==> config.mk <==
export PLATFORM = sky130hd
export DESIGN_NAME = lsic_gen2
export DESIGN_NICKNAME = d
export VERILOG_FILES = /design/src/rtl/lsic_gen2.sv
export SDC_FILE = /design/constraint.sdc
export NUM_CORES = 1
export LEC_CHECK = 0
export BUFFER_PORTS_ARGS = -buffer_cell sky130_fd_sc_hd__buf_2
export CAP_MARGIN = 20
export CORE_MARGIN = 2
export CORE_UTILIZATION = 35
export CTS_CLUSTER_SIZE = 10
export DETAILED_ROUTE_END_ITERATION = 6
export SYNTH_ARGS = -nofsm -noshare
export SYNTH_HDL_FRONTEND = slang
export SYNTH_SLANG_ARGS = --single-unit
==> constraint.sdc <==
create_clock -name clk -period 7.1 [get_ports clk]
set_input_delay 0.71 -clock clk [delete_from_list [all_inputs] [get_ports clk]]
set_output_delay 0.71 -clock clk [all_outputs]
set_load 0.005 [all_outputs]
==> src/rtl/lsic_gen2.sv <==
// lsic_gen2: level/edge interrupt controller with atomic claim and a
// bad-address FIFO, exposed as a bus slave at a fixed 64-word window.
module lsic_gen2 #(
  parameter int          NUM_IRQ   = 64,
  parameter logic [23:0] BASE_ADDR = 24'hf80300,
  parameter int          ERR_DEPTH = 4
) (
  input  logic               clk,
  input  logic               rst_n,
  input  logic [NUM_IRQ-1:0] irqs,
  input  logic [31:0]        badAddr,
  input  logic               badAddrValid,
  output logic               badAddrAck,
  output logic               cpu_irq,
  output logic               cpu_buserror,
  input  logic [4:0]         bus_burstcount,
  input  logic [31:0]        bus_writedata,
  input  logic [29:0]        bus_address,
  input  logic               bus_write,
  input  logic               bus_read,
  input  logic [3:0]         bus_byteenable,
  output logic               s_waitrequest,
  output logic [31:0]        s_readdata,
  output logic               s_readdatavalid,
  output logic               s_writeresponsevalid,
  output logic [1:0]         s_response
);

  localparam int W    = NUM_IRQ / 32;
  localparam int IPLW = $clog2(NUM_IRQ) + 1;
  localparam int PW   = $clog2(ERR_DEPTH);
  localparam int CW   = PW + 1;

  // Programmable state
  logic [NUM_IRQ-1:0] disa_r, pend_r, edge_r, irqs_q_r;
  logic [IPLW-1:0]    ipl_r;
  logic               claim_valid_r;
  logic [7:0]         claim_idx_r;

  // Bad-address FIFO
  logic [31:0]   fifo_r [ERR_DEPTH];
  logic [PW-1:0] rd_ptr_r, wr_ptr_r;
  logic [CW-1:0] count_r;
  logic          ovf_r;
  logic          ack_r;

  // Bus response registers
  logic [31:0] readdata_r;
  logic        rdv_r, wrv_r;
  logic [1:0]  resp_r;

  // Address decode
  logic [5:0] off_s;
  logic [2:0] k_s;
  logic       k_ok_s, hit_s, is_rd_s, is_wr_s, legal_s;
  logic       sel_disa_s, sel_pend_s, sel_edge_s, sel_claim_s;
  logic       sel_ipl_s, sel_erraddr_s, sel_errstat_s;
  logic       wr_disa_s, wr_pend_s, wr_edge_s, wr_claim_s, wr_ipl_s, wr_errstat_s;
  logic       rd_claim_s, rd_pop_s;
  logic       full_s, push_ok_s;
  logic       unused_s;

  assign off_s         = bus_address[5:0];
  assign k_s           = off_s[2:0];
  assign k_ok_s        = ({29'd0, k_s} < 32'(W));
  assign hit_s         = (bus_address[29:6] == BASE_ADDR) && (bus_read || bus_write);
  // A request with both strobes set behaves as a read.
  assign is_rd_s       = hit_s && bus_read;
  assign is_wr_s       = hit_s && !bus_read;
  assign sel_disa_s    = (off_s[5:3] == 3'd0) && k_ok_s;
  assign sel_pend_s    = (off_s[5:3] == 3'd1) && k_ok_s;
  assign sel_edge_s    = (off_s[5:3] == 3'd2) && k_ok_s;
  assign sel_claim_s   = (off_s == 6'h18);
  assign sel_ipl_s     = (off_s == 6'h19);
  assign sel_erraddr_s = (off_s == 6'h1a);
  assign sel_errstat_s = (off_s == 6'h1b);
  assign legal_s       = (bus_burstcount == 5'd1) &&
                         (sel_disa_s || sel_pend_s || sel_edge_s || sel_claim_s ||
                          sel_ipl_s || sel_erraddr_s || sel_errstat_s);

  assign wr_disa_s    = is_wr_s && legal_s && sel_disa_s;
  assign wr_pend_s    = is_wr_s && legal_s && sel_pend_s;
  assign wr_edge_s    = is_wr_s && legal_s && sel_edge_s;
  assign wr_claim_s   = is_wr_s && legal_s && sel_claim_s;
  assign wr_ipl_s     = is_wr_s && legal_s && sel_ipl_s;
  assign wr_errstat_s = is_wr_s && legal_s && sel_errstat_s;
  assign rd_claim_s   = is_rd_s && legal_s && sel_claim_s && claim_valid_r;
  assign rd_pop_s     = is_rd_s && legal_s && sel_erraddr_s && (count_r != {CW{1'b0}});

  // Push is stored when there is room, including room freed by a same-cycle pop.
  assign full_s    = (count_r == CW'(ERR_DEPTH));
  assign push_ok_s = badAddrValid && (!full_s || rd_pop_s);

  assign unused_s = ^bus_byteenable;

  // Read data selection for the current request
  logic [31:0] rdata_s;
  always_comb begin
    rdata_s = 32'd0;
    for (int j = 0; j < W; j++) begin
      rdata_s = rdata_s |
                (((k_s == 3'(j)) && sel_disa_s) ? disa_r[j*32 +: 32] : 32'd0) |
                (((k_s == 3'(j)) && sel_pend_s) ? pend_r[j*32 +: 32] : 32'd0) |
                (((k_s == 3'(j)) && sel_edge_s) ? edge_r[j*32 +: 32] : 32'd0);
    end
    if (sel_claim_s) begin
      rdata_s = {claim_valid_r, 23'd0, claim_idx_r};
    end else if (sel_ipl_s) begin
      rdata_s = 32'(ipl_r);
    end else if (sel_erraddr_s) begin
      rdata_s = (count_r != {CW{1'b0}}) ? fifo_r[rd_ptr_r] : 32'd0;
    end else if (sel_errstat_s) begin
      rdata_s = {ovf_r, 15'd0, 16'(count_r)};
    end else begin
      rdata_s = rdata_s;
    end
  end

  // Eligibility mask and lowest-index priority resolution
  logic [NUM_IRQ-1:0] elig_s;
  logic               any_s;
  logic [7:0]         idx_s;
  always_comb begin
    elig_s = pend_r & ~disa_r;
    for (int i = 0; i < NUM_IRQ; i++) begin
      elig_s[i] = elig_s[i] && ((ipl_r == {IPLW{1'b0}}) || (i < int'(ipl_r)));
    end
    any_s = |elig_s;
    idx_s = 8'd0;
    for (int i = NUM_IRQ - 1; i >= 0; i--) begin
      idx_s = elig_s[i] ? 8'(i) : idx_s;
    end
  end

  // Next pending vector: software writes, then hardware sets, then claim clear.
  // A hardware set overrides PEND/CLAIM writes; a claim read clears the claimed
  // line outright so a held level line re-pends on the following cycle.
  logic [NUM_IRQ-1:0] hw_set_s, pend_nx_s;
  always_comb begin
    hw_set_s  = irqs & ~(edge_r & irqs_q_r);
    pend_nx_s = pend_r;
    for (int j = 0; j < W; j++) begin
      pend_nx_s[j*32 +: 32] = (wr_pend_s && (k_s == 3'(j))) ?
                              ((bus_writedata == 32'd0) ? 32'd0 : (pend_r[j*32 +: 32] | bus_writedata)) :
                              pend_nx_s[j*32 +: 32];
    end
    for (int i = 0; i < NUM_IRQ; i++) begin
      pend_nx_s[i] = (wr_claim_s && (bus_writedata[7:0] == 8'(i))) ? 1'b0 : pend_nx_s[i];
    end
    pend_nx_s = pend_nx_s | hw_set_s;
    for (int i = 0; i < NUM_IRQ; i++) begin
      pend_nx_s[i] = (rd_claim_s && (claim_idx_r == 8'(i))) ? 1'b0 : pend_nx_s[i];
    end
  end

  // Interrupt state: configuration words, pending, input history and claim result
  always_ff @(posedge clk or negedge rst_n) begin
    if (!rst_n) begin
      disa_r        <= {NUM_IRQ{1'b0}};
      edge_r        <= {NUM_IRQ{1'b0}};
      pend_r        <= {NUM_IRQ{1'b0}};
      irqs_q_r      <= {NUM_IRQ{1'b0}};
      ipl_r         <= {IPLW{1'b0}};
      claim_valid_r <= 1'b0;
      claim_idx_r   <= 8'd0;
    end else begin
      for (int j = 0; j < W; j++) begin
        if (wr_disa_s && (k_s == 3'(j))) disa_r[j*32 +: 32] <= bus_writedata;
        if (wr_edge_s && (k_s == 3'(j))) edge_r[j*32 +: 32] <= bus_writedata;
      end
      if (wr_ipl_s) ipl_r <= bus_writedata[IPLW-1:0];
      pend_r   <= pend_nx_s;
      irqs_q_r <= irqs;
      if (rd_claim_s) begin
        claim_valid_r <= 1'b0;
        claim_idx_r   <= 8'd0;
      end else begin
        claim_valid_r <= any_s;
        claim_idx_r   <= idx_s;
      end
    end
  end

  // Bad-address FIFO storage, pointers, occupancy and sticky overflow
  always_ff @(posedge clk or negedge rst_n) begin
    if (!rst_n) begin
      for (int i = 0; i < ERR_DEPTH; i++) fifo_r[i] <= 32'd0;
      rd_ptr_r <= {PW{1'b0}};
      wr_ptr_r <= {PW{1'b0}};
      count_r  <= {CW{1'b0}};
      ovf_r    <= 1'b0;
      ack_r    <= 1'b0;
    end else begin
      ack_r <= badAddrValid;
      if (push_ok_s) begin
        fifo_r[wr_ptr_r] <= badAddr;
        wr_ptr_r         <= wr_ptr_r + PW'(1);
      end
      if (rd_pop_s) rd_ptr_r <= rd_ptr_r + PW'(1);
      case ({push_ok_s, rd_pop_s})
        2'b10:   count_r <= count_r + CW'(1);
        2'b01:   count_r <= count_r - CW'(1);
        default: count_r <= count_r;
      endcase
      if (badAddrValid && full_s && !rd_pop_s) begin
        ovf_r <= 1'b1;
      end else if (wr_errstat_s) begin
        ovf_r <= 1'b0;
      end
    end
  end

  // Registered bus response, one cycle after each accepted request
  always_ff @(posedge clk or negedge rst_n) begin
    if (!rst_n) begin
      readdata_r <= 32'd0;
      rdv_r      <= 1'b0;
      wrv_r      <= 1'b0;
      resp_r     <= 2'b00;
    end else begin
      rdv_r      <= is_rd_s;
      wrv_r      <= is_wr_s;
      resp_r     <= (hit_s && !legal_s) ? 2'b11 : 2'b00;
      readdata_r <= (is_rd_s && legal_s) ? rdata_s : 32'd0;
    end
  end

  assign badAddrAck           = ack_r;
  assign cpu_irq              = claim_valid_r;
  assign cpu_buserror         = (count_r != {CW{1'b0}});
  assign s_waitrequest        = 1'b0;
  assign s_readdata           = readdata_r;
  assign s_readdatavalid      = rdv_r;
  assign s_writeresponsevalid = wrv_r;
  assign s_response           = resp_r;

endmodule

-- Word-level counts from Yosys, hierarchy flattened
Index checks and enable logic that the tools add are counted.
- bits in registers: 445
- input port bits: 172
- output and inout port bits: 40
- add/subtract/negate cells: 4
- $lt $le $gt $ge: 68
- equality and inequality tests: 138
- multiplexer cells: 220
- bitwise gates (word level): 15
- reductions and logical operators: 314
- operators by type and width (kind ; count):
    two-way mux 32 bit ; 19
    equality test 8 x 6 -> 1 bit, second input constant ; 64
    two-way mux 6 bit ; 65
    equality test 8 x 5 -> 1 bit, second input constant ; 32
    logical AND 1 bit ; 228
    less-than comparator 6 x 7 -> 1 bit, first input constant ; 32
    OR 32 bit ; 7
    AND 64 bit ; 3
    two-way mux 1 bit ; 131
    bitwise mux 128 bit ; 1
    equality test 8 x 4 -> 1 bit, second input constant ; 16
    NOT 64 bit ; 2
    less-than comparator 5 x 7 -> 1 bit, first input constant ; 16
    logical OR 1 bit ; 72
    binary-select mux 32 bit (select 2 bit) ; 1
    demux 32 bit (select 2 bit) ; 1
    equality test 8 x 3 -> 1 bit, second input constant ; 8
    OR 64 bit ; 1
    OR reduction 64 bit ; 1
    less-than comparator 4 x 7 -> 1 bit, first input constant ; 8
    equality test 8 x 2 -> 1 bit, second input constant ; 4
    zero test 32 bit ; 1
    less-than comparator 3 x 7 -> 1 bit, first input constant ; 4
    equality test 24 bit, second input constant ; 1
    other kinds (25) ; 41

-- Depth between registers and ports, before layout
Gate-level depths: netlist of the first run.
- word-level depth: 68
- depth in mapped cells: 14

-- Least setup slack after synthesis of the first run
Ideal clock, no wire load.
- path type: input to register
- start: in bus_address[4]
- end: reg count_r[2]
- arrival: 3187 ps
- required time: 7021 ps
- path slack: 3834 ps
- cell stages on the path: 13
- buffers on the path: 2
- path through: nand2_1 or3_1 or3_1 buf_2 nor2b_1 clkbuf_1 nor2b_1 ha_1 inv_1 fa_1 xor2_1 nor2_1 xor2_1
- cells in the longest elaborated chain, start to end: 16
- elaborated cells on any way between the ends: 26
- RTL lines (item ; RTL line ; text):
    start, declared ; 18 ; input logic [29:0] bus_address,
    equality test 3 x 1 -> 1 bit or zero test 3 bit (tied branches) ; 71, 70 ;
    logical AND 1 bit, on equally long branches ; 71, 70 ;
    logical OR 1 bit (4 in a row) ; 78 ; (sel_disa_s || sel_pend_s || sel_edge_s || sel_claim_s ||
    logical OR 1 bit (2 in a row) ; 79 ; sel_ipl_s || sel_erraddr_s || sel_errstat_s);
    logical AND 1 bit ; 77 ; assign legal_s = (bus_burstcount == 5'd1) &&
    logical AND 1 bit ; 88 ; assign rd_pop_s = is_rd_s && legal_s && sel_erraddr_s && (count_r != {CW{1'b0}});
    logical AND 1 bit * (2 in a row) ; 88 ;
    via rd_pop_s ; 59 ; logic rd_claim_s, rd_pop_s;
    logical OR 1 bit ; 92 ; assign push_ok_s = badAddrValid && (!full_s || rd_pop_s);
    logical AND 1 bit ; 92 ;
    equality test 2 x 1 -> 1 bit or equality test 2 bit (tied branches) ; 200 ; case ({push_ok_s, rd_pop_s})
    case mux 3 bit (2 select lines) or nonzero test 2 bit (tied branches) ; - ;
    end signal, assigned ; 201 ; 2'b10: count_r <= count_r + CW'(1);
    end signal, assigned ; 202 ; 2'b01: count_r <= count_r - CW'(1);
    end signal, assigned ; 203 ; default: count_r <= count_r;
    end, declared ; 43 ; logic [CW-1:0] count_r;
Mark *: on every way through the listed nets, which the timed path passes. The rest lies on a longest branch.
A chain may end at the register's enable or synchronous reset.

-- Worst setup path after layout of the first run
- start: reg ipl_r[3]
- end: reg claim_idx_r[0]
- cells in the longest elaborated chain, start to end: 68
- elaborated cells on any way between the ends: 258
- RTL lines (item ; RTL line ; text):
    start, declared ; 36 ; logic [IPLW-1:0] ipl_r;
    start signal, assigned ; 163 ; ipl_r <= {IPLW{1'b0}};
    start signal, assigned ; 171 ; if (wr_ipl_s) ipl_r <= bus_writedata[IPLW-1:0];
    less-than comparator 6 x 7 -> 1 bit or zero test 7 bit (tied branches) ; 126 ; elig_s[i] = elig_s[i] && ((ipl_r == {IPLW{1'b0}}) || (i < int'(ipl_r)));
    logical OR 1 bit ; 126 ;
    logical AND 1 bit ; 126 ;
    two-way mux 6 bit (63 in a row) ; 131 ; idx_s = elig_s[i] ? 8'(i) : idx_s;
    two-way mux 6 bit * ; 131 ;
    two-way mux 6 bit * ; 174 ; if (rd_claim_s) begin
    end signal, assigned ; 179 ; claim_idx_r <= idx_s;
    end, declared ; 38 ; logic [7:0] claim_idx_r;
Every way passes the cells marked *; elsewhere a longest branch is shown, timed or not.

==> results of run 1 <==
-- stage by stage --
stage / area (um^2) / cells / util, %
6_report: 25640 / 3059 / 40.80
4_1_cts: 25590 / 3052 / 40.72
2_1_floorplan: 22210 / 2007 / -
3_5_place_dp: 24130 / 2980 / 38.39
5_1_grt: 25640 / 3057 / 40.79
3_3_place_gp: 24130 / 2980 / 38.39
-- worst max-delay path by stage --
stage | end | cells past startpoint | slack [ns] | startpoint
2_1_floorplan | count_r[2]$_DFFE_PN0P_ | 13 | 3.83 | bus_address[4]
3_3_place_gp | fifo_r[44]$_DFFE_PN0P_ | 8 | 2.28 | bus_address[4]
3_5_place_dp | fifo_r[62]$_DFFE_PN0P_ | 8 | 2.23 | bus_address[4]
4_1_cts | fifo_r[62]$_DFFE_PN0P_ | 8 | 2.84 | bus_address[4]
5_1_grt | fifo_r[56]$_DFFE_PN0P_ | 8 | 2.61 | bus_address[4]
6_report | claim_idx_r[0]$_DFF_PN0_ | 10 | 2.79 | ipl_r[3]$_DFFE_PN0P_
-- power by group through the flow --
stage          combinational [mW]  sequential, mW  clock [mW]
6_report                    0.961            3.13        2.41
3_5_place_dp                0.968            3.17           0
5_1_grt                      1.05            3.18        2.54
2_1_floorplan               0.688            3.10           0
4_1_cts                     0.973            3.13        2.46
3_3_place_gp                0.928            3.13           0
-- registers in the layout (all words and copies together), names as in the netlist, 3 cells and up --
name         count
disa_r          64
edge_r          64
fifo_r         128
claim_idx_r      6
pend_r          64
s_readdata      32
ipl_r            7
count_r          3
irqs_q_r        64
-- cell usage in the layout (no fill, tap or decap), types with 41 or more instances in the layout --
master / synthesis / final
dfrtp_1: 442 / 441
a21oi_1: 258 / 258
buf_2: 13 / 204
mux2_2: 172 / 172
nor2_1: 125 / 124
nand2_1: 124 / 124
mux2_1: 115 / 115
a211oi_1: 73 / 73
buf_4: 16 / 56
o21ai_0: 54 / 54
a22oi_1: 53 / 53
clkbuf_16: 0 / 52
nor2b_1: 42 / 41
nor3_1: 41 / 41
-- per-layer routing --
layer,up-vias,routed length (um)
met5,-,55
met3,214,7081
li1,7790,-
met2,882,40460
met4,10,4249
met1,9354,35230
-- kinds of logic after synthesis --
family          after synthesis  share of synthesized area, %
other cells                   1                       0.01689
simple gates                484                         11.11
xor+xnor                      6                        0.2367
flops                       442                         49.81
mux                         336                         18.57
fa+ha+maj                     6                        0.3719
compound gates              571                         16.28
buf+inv                     161                         3.606
-- area by class of cell --
cell class                      count  area share, %
Inverter                           25         0.3660
Tap cell                          846          4.128
Clock buffer                       67          5.489
Sequential cell                   442          43.14
Antenna cell                        4        0.03904
Timing Repair Buffer              266          5.982
Multi-Input combinational cell   1404          40.63
Clock inverter                      5         0.2293
-- worst register-to-register path, cell delays in order (launching register included) --
cell,delay [ns]
dfrtp_1,0.60
buf_4,0.33
nor4_4,0.32
a211oi_4,0.17
buf_4,0.26
nor4b_2,0.93
o311ai_0,0.26
a211oi_1,0.46
o21ai_0,0.15
o21ai_0,0.49
a21oi_1,0.18
==> flow_metrics.env, run 1 <==
export IMPL_hold_buffers=0
export IMPL_crit_fanout=17
export IMPL_fin_setup_tns_ns=0
export IMPL_nFillCells=6103
export IMPL_synth_fp_nets=2185
export IMPL_htreeDepth=2
export IMPL_cp_slowest_stage_delay_ns=0.92
export IMPL_cts_repair_resized=0
export IMPL_layout_drive_gt1_share_pct=25.58
export IMPL_synth_area_leaders="dfrtp_1 (50%), mux2_2 (8.7%), mux2_1 (5.8%)"
export IMPL_max_cap_violations=0
export IMPL_p_int_mw=4.792
export IMPL_cp_end_kind="flop"
export IMPL_avgSynthCellArea_um2=11.06
export IMPL_p_leak_nw=10.92
export IMPL_vias=18250
export IMPL_grt_pass1_wl_um=127500
export IMPL_synth_top_cell_by_area="dfrtp_1"
export IMPL_io_pins=212
export IMPL_core_area_um2=62850
export IMPL_clock_sinks=442
export IMPL_clk_latency_ns=0.61
export IMPL_hold_viol_final=0
export IMPL_cts_tree="yes"
export IMPL_synth_common_cells="dfrtp_1 (442), a21oi_1 (258), mux2_2 (172), nor2_1 (125), nand2_1 (124)"
export IMPL_syn2layout_area_growth_pct=15.48
export IMPL_powerDensity_nw_per_um2=253.4
export IMPL_grt_ovfl_total=0
export IMPL_clock_path_buffers=3
export IMPL_portBuffers=206
export IMPL_power_frac_comb_pct=14.8
export IMPL_synth_most_common_cell="dfrtp_1"
export IMPL_ys_ff_latch=442
export IMPL_slew_headroom_pct=23.54
export IMPL_viasPerCell=5.966
export IMPL_seqPwrFrac_pct=48.2
export IMPL_grt_pass1_vias=18700
export IMPL_die_h_um=255.9
export IMPL_timing_final_ws_setup_ns=2.787
export IMPL_reg2reg_to="claim_idx_r[0]$_DFF_PN0_"
export IMPL_sw_frac_of_total_pct=26.25
export IMPL_routed_wl_um=87070
export IMPL_cpMaxStageDelayCell="nor4b_2"
export IMPL_fmax_ghz=0.2319
export IMPL_grt_met3_usage_pct=5.932
export IMPL_critPathKind="flop to flop"
export IMPL_cp_data_required_time_ns=7.54
export IMPL_synth_top_cell_area_share_pct=49.81
export IMPL_clock_skew_ns=0.02384
export IMPL_cts_root_buf="clkbuf_16"
export IMPL_async_flop_share_pct=100.0
export IMPL_startpoint_type="flop"
export IMPL_grt_util_met1_pct=33.92
export IMPL_crit_chain="buf_4 -> nor4_4 -> a211oi_4 -> buf_4 -> nor4b_2 -> o311ai_0 -> a211oi_1 -> o21ai_0 -> o21ai_0 -> a21oi_1"
export IMPL_hold_path_depth=1
export IMPL_synth_edf_count=0
export IMPL_final_nets=2369
export IMPL_yosysUniqueCellTypes=78
export IMPL_whs_ns=0.2330
export IMPL_antenna_found_initial=10
export IMPL_area_sequential_um2=11060
export IMPL_final_max_slew_viol_count=0
export IMPL_fin_crit_sh_pct=60.75
export IMPL_hold_path_end="irqs_q_r[41]$_DFF_PN0_"
export IMPL_die_w_um=255.9
export IMPL_tightest_slew_ns=1.140
export IMPL_groute_usage_overall_pct=26.16
export IMPL_synth_area_um2=22210
export IMPL_cp_num_buf_inv=2
export IMPL_status="completed"
export IMPL_timing_rr_start="ipl_r[3]$_DFFE_PN0P_"
export IMPL_multi_input_area_um2=10420
export IMPL_start_util_pct=35.33
export IMPL_gp_congestion=1.001
export IMPL_place_ws_ns=2.230
export IMPL_hp_start="irqs[41]"
export IMPL_die_area_um2=65470
export IMPL_rrSetupSlack_ns=2.79
export IMPL_drc=0
export IMPL_final_setup_viol_count=0
export IMPL_ys_seq_area_share_pct=49.81
export IMPL_finalPower_mw=6.498
export IMPL_synth_warnings=0
export IMPL_synthCells=2007
export IMPL_num_rows=92
export IMPL_p_switching_mw=1.706
export IMPL_rsz0062_at_grt="no"
export IMPL_hold_path_class="input pin to flop"
export IMPL_cp_top_family="compound AO/OA/AOI/OAI gates"
export IMPL_first_pass_iters=7
export IMPL_drt_iter0_markers=1936
export IMPL_ff2ff_path_depth=10
export IMPL_grt_max_degree=164
export IMPL_top_usage_layer="met2"
export IMPL_numCtsBuffers=52
export IMPL_synth_top_flop_cell="dfrtp_1"
export IMPL_routedWlPerCell_um=28.46
export IMPL_ant_nets=0
export IMPL_clk_pin_slew_ns=0.06
export IMPL_peakVddDrop_v=0.0001923
export IMPL_p_clk_share_pct=37.0
export IMPL_arrival_ns=4.75
export IMPL_grtUsageMet2_pct=41.98
export IMPL_dpl_hpwl_um=61930
export IMPL_period_minus_slack_ns=4.313
export IMPL_post_cts_repair_setup_buffers=0
Power figures use the tool's default switching activity.
==> run 2, diff against run 1 <==
==> constraint.sdc (replaced) <==
create_clock -name clk -period 3.9 [get_ports clk]
set_input_delay 0.39 -clock clk [delete_from_list [all_inputs] [get_ports clk]]
set_output_delay 0.39 -clock clk [all_outputs]
set_load 0.005 [all_outputs]
==> run 2 against run 1 <==
Sequential share of layout area shrank 2.5 points. Cell count grew 5.6%. Fmax grew 25%. Combinational power grew 95%. Flip-flop and latch count is the same. Critical path depth grew 2. Setup slack lost 2.3 ns. Global-route usage grew 0.83 points. Clock skew shrank 0.0095 ns. Total power grew 84%. Routed wire length grew 3.5%. Largest cell class unchanged. Largest power group unchanged.
==> flow_metrics.env, run 2 (same netlist as run 1, synthesis figures left out) <==
export IMPL_cts_tree="yes"
export IMPL_period_minus_slack_ns=3.462
export IMPL_timing_rr_start="ipl_r[1]$_DFFE_PN0P_"
export IMPL_cp_end_kind="flop"
export IMPL_hold_path_class="input pin to flop"
export IMPL_crit_fanout=15
export IMPL_routed_wl_um=90100
export IMPL_area_sequential_um2=11060
export IMPL_start_util_pct=35.33
export IMPL_routedWlPerCell_um=27.89
export IMPL_viasPerCell=5.882
export IMPL_rrSetupSlack_ns=0.44
export IMPL_numCtsBuffers=52
export IMPL_die_h_um=255.9
export IMPL_final_core_util_pct=43.28
export IMPL_hp_start="badAddr[23]"
export IMPL_p_leak_nw=11.76
export IMPL_final_common_cell="dfrtp_1"
export IMPL_gp_congestion=1.009
export IMPL_drt_iter0_markers=1815
export IMPL_ff2ff_path_depth=12
export IMPL_drc=0
export IMPL_largest_register="fifo_r"
export IMPL_peakVddDrop_v=0.0003659
export IMPL_final_nets=2542
export IMPL_die_area_um2=65470
export IMPL_cp_data_required_time_ns=4.38
export IMPL_grt_pass1_wl_um=131200
export IMPL_grt_ovfl_total=0
export IMPL_vias=19010
export IMPL_grt_pass1_vias=19400
export IMPL_startpoint_type="flop"
export IMPL_hold_path_depth=2
export IMPL_clock_sinks=442
export IMPL_clock_path_buffers=3
export IMPL_fmax_ghz=0.2889
export IMPL_layout_drive_gt1_share_pct=28.07
export IMPL_clk_latency_ns=0.60
export IMPL_portBuffers=206
export IMPL_hold_viol_final=0
export IMPL_ant_nets=0
export IMPL_groute_usage_overall_pct=26.99
export IMPL_fin_crit_sh_pct=88.76
export IMPL_timing_final_ws_setup_ns=0.4382
export IMPL_io_pins=212
export IMPL_fin_setup_tns_ns=0
export IMPL_place_ws_ns=0.5440
export IMPL_cts_root_buf="clkbuf_16"
export IMPL_final_max_slew_viol_count=0
export IMPL_layout_common_cells="dfrtp_1 (441), a21oi_1 (258), buf_2 (204)"
export IMPL_max_cap_violations=0
export IMPL_first_pass_iters=5
export IMPL_hold_path_end="fifo_r[87]$_DFFE_PN0P_"
export IMPL_core_area_um2=62850
export IMPL_reg2reg_to="claim_idx_r[0]$_DFF_PN0_"
export IMPL_whs_ns=0.03891
export IMPL_post_cts_repair_setup_buffers=0
export IMPL_powerDensity_nw_per_um2=439.7
export IMPL_critPathKind="flop to flop"
export IMPL_rsz0062_at_grt="no"
export IMPL_clk_pin_slew_ns=0.06
export IMPL_final_setup_viol_count=0
export IMPL_grt_max_degree=119
export IMPL_antenna_found_initial=7
export IMPL_finalPower_mw=11.96
export IMPL_largest_reg_flops=128
export IMPL_arrival_ns=3.94
export IMPL_num_rows=92
export IMPL_multi_input_area_um2=10410
export IMPL_tightest_slew_ns=1.078
export IMPL_htreeDepth=2
export IMPL_die_w_um=255.9
export IMPL_nFillCells=6064
export IMPL_status="completed"
export IMPL_cts_repair_resized=0
export IMPL_syn2layout_area_growth_pct=22.49
export IMPL_clock_skew_ns=0.01435
export IMPL_slew_headroom_pct=27.39
export IMPL_dpl_hpwl_um=66420
-- run 2: layer usage --
metal	track usage, %	wire [um]	vias up	part of all wire (%)
met3	4.862	6651	220	7.4
met2	43.68	42090	933	47
met5	0	42	-	0.047
met4	11.87	4266	8	4.7
li1	-	-	8137	-
met1	35.45	37050	9708	41
-- run 2: metrics by stage --
stage	cell area [um^2]	cells
final	27200	3231
after global routing	27200	3231
after CTS	27170	3228
after detailed placement	25040	3089
after global placement	25010	3087
after floorplan	22210	2007
-- run 2: power breakdown --
group / internal, mW / switching (mW) / total, mW
Sequential: 5.34 / 0.367 / 5.71
Combinational: 0.957 / 0.909 / 1.87
Clock: 2.51 / 1.88 / 4.39
Total: 8.81 / 3.15 / 12.0
-- run 2: critical path, cell delays in order (launching register included) --
cell,delay (ns)
dfrtp_1,0.45
buf_12,0.19
nor3_1,0.68
a2111oi_4,0.18
buf_4,0.26
a21oi_1,0.35
buf_4,0.22
inv_1,0.05
a2111oi_0,0.37
buf_4,0.21
nand3_1,0.10
o221ai_1,0.18
a21oi_1,0.07
-- run 2: layout make-up --
type	instances	share of cell area [%]
Sequential cell	442	40.67
Multi-Input combinational cell	1404	38.28
Timing Repair Buffer	439	11.42
Clock buffer	66	5.051
Tap cell	846	3.892
Inverter	25	0.3450
Clock inverter	7	0.3312
Antenna cell	2	0.01840
-- run 2: how the worst max path moves through the flow --
stage / from / endpoint / cells after the start
3_3_place_gp: ipl_r[1]$_DFFE_PN0P_ / claim_idx_r[0]$_DFF_PN0_ / 12
4_1_cts: ipl_r[1]$_DFFE_PN0P_ / claim_idx_r[0]$_DFF_PN0_ / 12
2_1_floorplan: bus_address[4] / count_r[2]$_DFFE_PN0P_ / 13
6_report: ipl_r[1]$_DFFE_PN0P_ / claim_idx_r[0]$_DFF_PN0_ / 12
3_5_place_dp: bus_address[5] / fifo_r[28]$_DFFE_PN0P_ / 9
5_1_grt: ipl_r[4]$_DFFE_PN0P_ / claim_idx_r[0]$_DFF_PN0_ / 8
-- run 2: what timing repair did --
item                                    in CTS  in global routing
hold buffers                                66                  0
endpoints found under the setup margin       0                  0
endpoints found under the hold margin      174                  0
==> run 3, diff against run 2 <==
--- a/config.mk
+++ b/config.mk
@@ -11,6 +11,7 @@
 export CORE_UTILIZATION = 35
 export CTS_CLUSTER_SIZE = 10
 export DETAILED_ROUTE_END_ITERATION = 6
+export REMOVE_ABC_BUFFERS = 1
 export SYNTH_ARGS = -nofsm -noshare
 export SYNTH_HDL_FRONTEND = slang
 export SYNTH_SLANG_ARGS = --single-unit
==> run 3 against run 2 <==
Sequential share of layout area rose by 0.24 points. Non-clock buffer count fell by 19. Routed wire length fell by 1.1%. Largest cell class unchanged. Highest routed layer unchanged.
==> flow_metrics.env, run 3 (same netlist as run 1, synthesis figures left out) <==
export IMPL_fmax_ghz=0.2769
export IMPL_status="completed"
export IMPL_rsz0062_at_grt="no"
export IMPL_diodes=0
export IMPL_power_frac_comb_pct=15.7
export IMPL_die_h_um=255.9
export IMPL_hold_path_end="fifo_r[43]$_DFFE_PN0P_"
export IMPL_viasPerCell=5.898
export IMPL_p_switching_mw=3.173
export IMPL_fin_setup_tns_ns=0
export IMPL_final_cells=3206
export IMPL_hold_path_class="input pin to flop"
export IMPL_syn2layout_area_growth_pct=21.77
export IMPL_arrival_ns=4.10
export IMPL_p_int_mw=8.868
export IMPL_p_clk_share_pct=36.9
export IMPL_largest_reg_flops=128
export IMPL_die_w_um=255.9
export IMPL_portBuffers=206
export IMPL_numCtsBuffers=52
export IMPL_max_cap_violations=0
export IMPL_grt_ovfl_total=0
export IMPL_rrSetupSlack_ns=0.29
export IMPL_hold_viol_final=0
export IMPL_final_nets=2523
export IMPL_antenna_found_initial=3
export IMPL_cp_data_required_time_ns=4.39
export IMPL_startpoint_type="flop"
export IMPL_groute_usage_overall_pct=26.74
export IMPL_first_pass_iters=6
export IMPL_final_max_slew_viol_count=0
export IMPL_die_area_um2=65470
export IMPL_p_leak_nw=11.66
export IMPL_ff2ff_path_depth=8
export IMPL_clk_latency_ns=0.61
export IMPL_clk_pin_slew_ns=0.06
export IMPL_cts_repair_resized=0
export IMPL_routedWlPerCell_um=27.80
export IMPL_cts_root_buf="clkbuf_16"
export IMPL_sw_frac_of_total_pct=26.35
export IMPL_dpl_hpwl_um=65390
export IMPL_gp_congestion=1.002
export IMPL_grt_pass1_wl_um=130600
export IMPL_seqPwrFrac_pct=47.4
export IMPL_clock_skew_ns=0.02915
export IMPL_critPathKind="flop to flop"
export IMPL_largest_register="fifo_r"
export IMPL_reg2reg_to="claim_idx_r[0]$_DFF_PN0_"
export IMPL_layout_drive_gt1_share_pct=27.33
export IMPL_drc=0
export IMPL_cp_end_kind="flop"
export IMPL_final_common_cell="dfrtp_1"
export IMPL_powerDensity_nw_per_um2=445.3
export IMPL_grt_pass1_vias=19560
export IMPL_hp_start="badAddr[11]"
export IMPL_start_util_pct=35.33
export IMPL_ant_nets=0
export IMPL_clock_sinks=442
export IMPL_layout_common_cells="dfrtp_1 (441), a21oi_1 (258), buf_2 (204)"
export IMPL_routed_wl_um=89130
export IMPL_htreeDepth=2
export IMPL_timing_rr_start="ipl_r[0]$_DFFE_PN0P_"
export IMPL_cts_tree="yes"
export IMPL_grt_max_degree=112
export IMPL_core_area_um2=62850
export IMPL_crit_fanout=13
export IMPL_vias=18910
export IMPL_fin_crit_sh_pct=92.61
export IMPL_clock_path_buffers=3
export IMPL_final_setup_viol_count=0
export IMPL_hold_path_depth=2
export IMPL_dpl_cell_count=3071
export IMPL_io_pins=212
export IMPL_period_minus_slack_ns=3.612
export IMPL_peakVddDrop_v=0.0003853
export IMPL_num_rows=92
export IMPL_slew_headroom_pct=23.89
export IMPL_tightest_slew_ns=1.140
export IMPL_drt_iter0_markers=1732
## run 3: timing repair
action	4_1_cts	5_1_grt
setup buffers	0	0
endpoints found under the setup margin	0	0
hold endpoints to repair	166	0
hold buffers	66	0
## run 3: final cells by class
| cell class | instances | area [um^2] |
|---|---|---|
| Sequential cell | 442 | 11060 |
| Fill cell | 6073 | 35810 |
| Inverter | 25 | 93.84 |
| Multi-Input combinational cell | 1404 | 10410 |
| Clock buffer | 62 | 1359 |
| Timing Repair Buffer | 420 | 2928 |
| Clock inverter | 7 | 125.1 |
| Tap cell | 846 | 1059 |
## run 3: power groups by stage
stage	clock [mW]	sequential (mW)	combinational, mW
after floorplan	0	5.64	1.14
after global placement	0	5.70	1.77
after detailed placement	0	5.79	1.84
after CTS	4.52	5.71	1.90
after global routing	4.70	5.79	2.04
final	4.44	5.71	1.89
## run 3: worst max path at each step
stage	start	endpoint	slack, ns	depth (start not counted)
floorplan	bus_address[1]	disa_r[0]$_DFFE_PN0P_	0.06	4
global placement	bus_address[10]	fifo_r[122]$_DFFE_PN0P_	0.40	10
detailed placement	bus_address[10]	fifo_r[108]$_DFFE_PN0P_	0.29	10
CTS	ipl_r[0]$_DFFE_PN0P_	claim_idx_r[0]$_DFF_PN0_	0.36	8
global route	ipl_r[0]$_DFFE_PN0P_	claim_idx_r[0]$_DFF_PN0_	0.17	8
finish	ipl_r[0]$_DFFE_PN0P_	claim_idx_r[0]$_DFF_PN0_	0.29	8
## run 3: worst max-delay path, stage by stage, from the launching register on
cell and delay [ns]:
dfrtp_1 0.50, nor4_4 0.40, a211oi_4 0.23, nor4b_2 0.77, a2111oi_0 0.19, or4_1 0.48, nor4_1 0.37, o21ai_0 0.24
a21oi_1 0.30
## run 3: metal layers
metal / global-route usage [%] / vias to the layer above / wire length [um]
met5: 0 / - / 22
met4: 10.58 / 6 / 3779
li1: - / 8095 / -
met1: 35.22 / 9638 / 36450
met2: 43.56 / 957 / 41790
met3: 5.060 / 212 / 7085
## run 3: stage by stage
step / util, % / power, mW / worst slack [ns] / area, um^2 / hold WS, ns
after floorplan: - / 6.778 / 0.06142 / 21500 / 0.09441
after global placement: 39.61 / 7.469 / 0.3987 / 24890 / 0.4677
after detailed placement: 39.61 / 7.623 / 0.2927 / 24890 / 0.4756
after CTS: 43.02 / 12.14 / 0.3631 / 27040 / 0.001662
after global routing: 43.02 / 12.53 / 0.1659 / 27040 / 0.01955
final: 43.02 / 12.04 / 0.2881 / 27040 / 0.03359
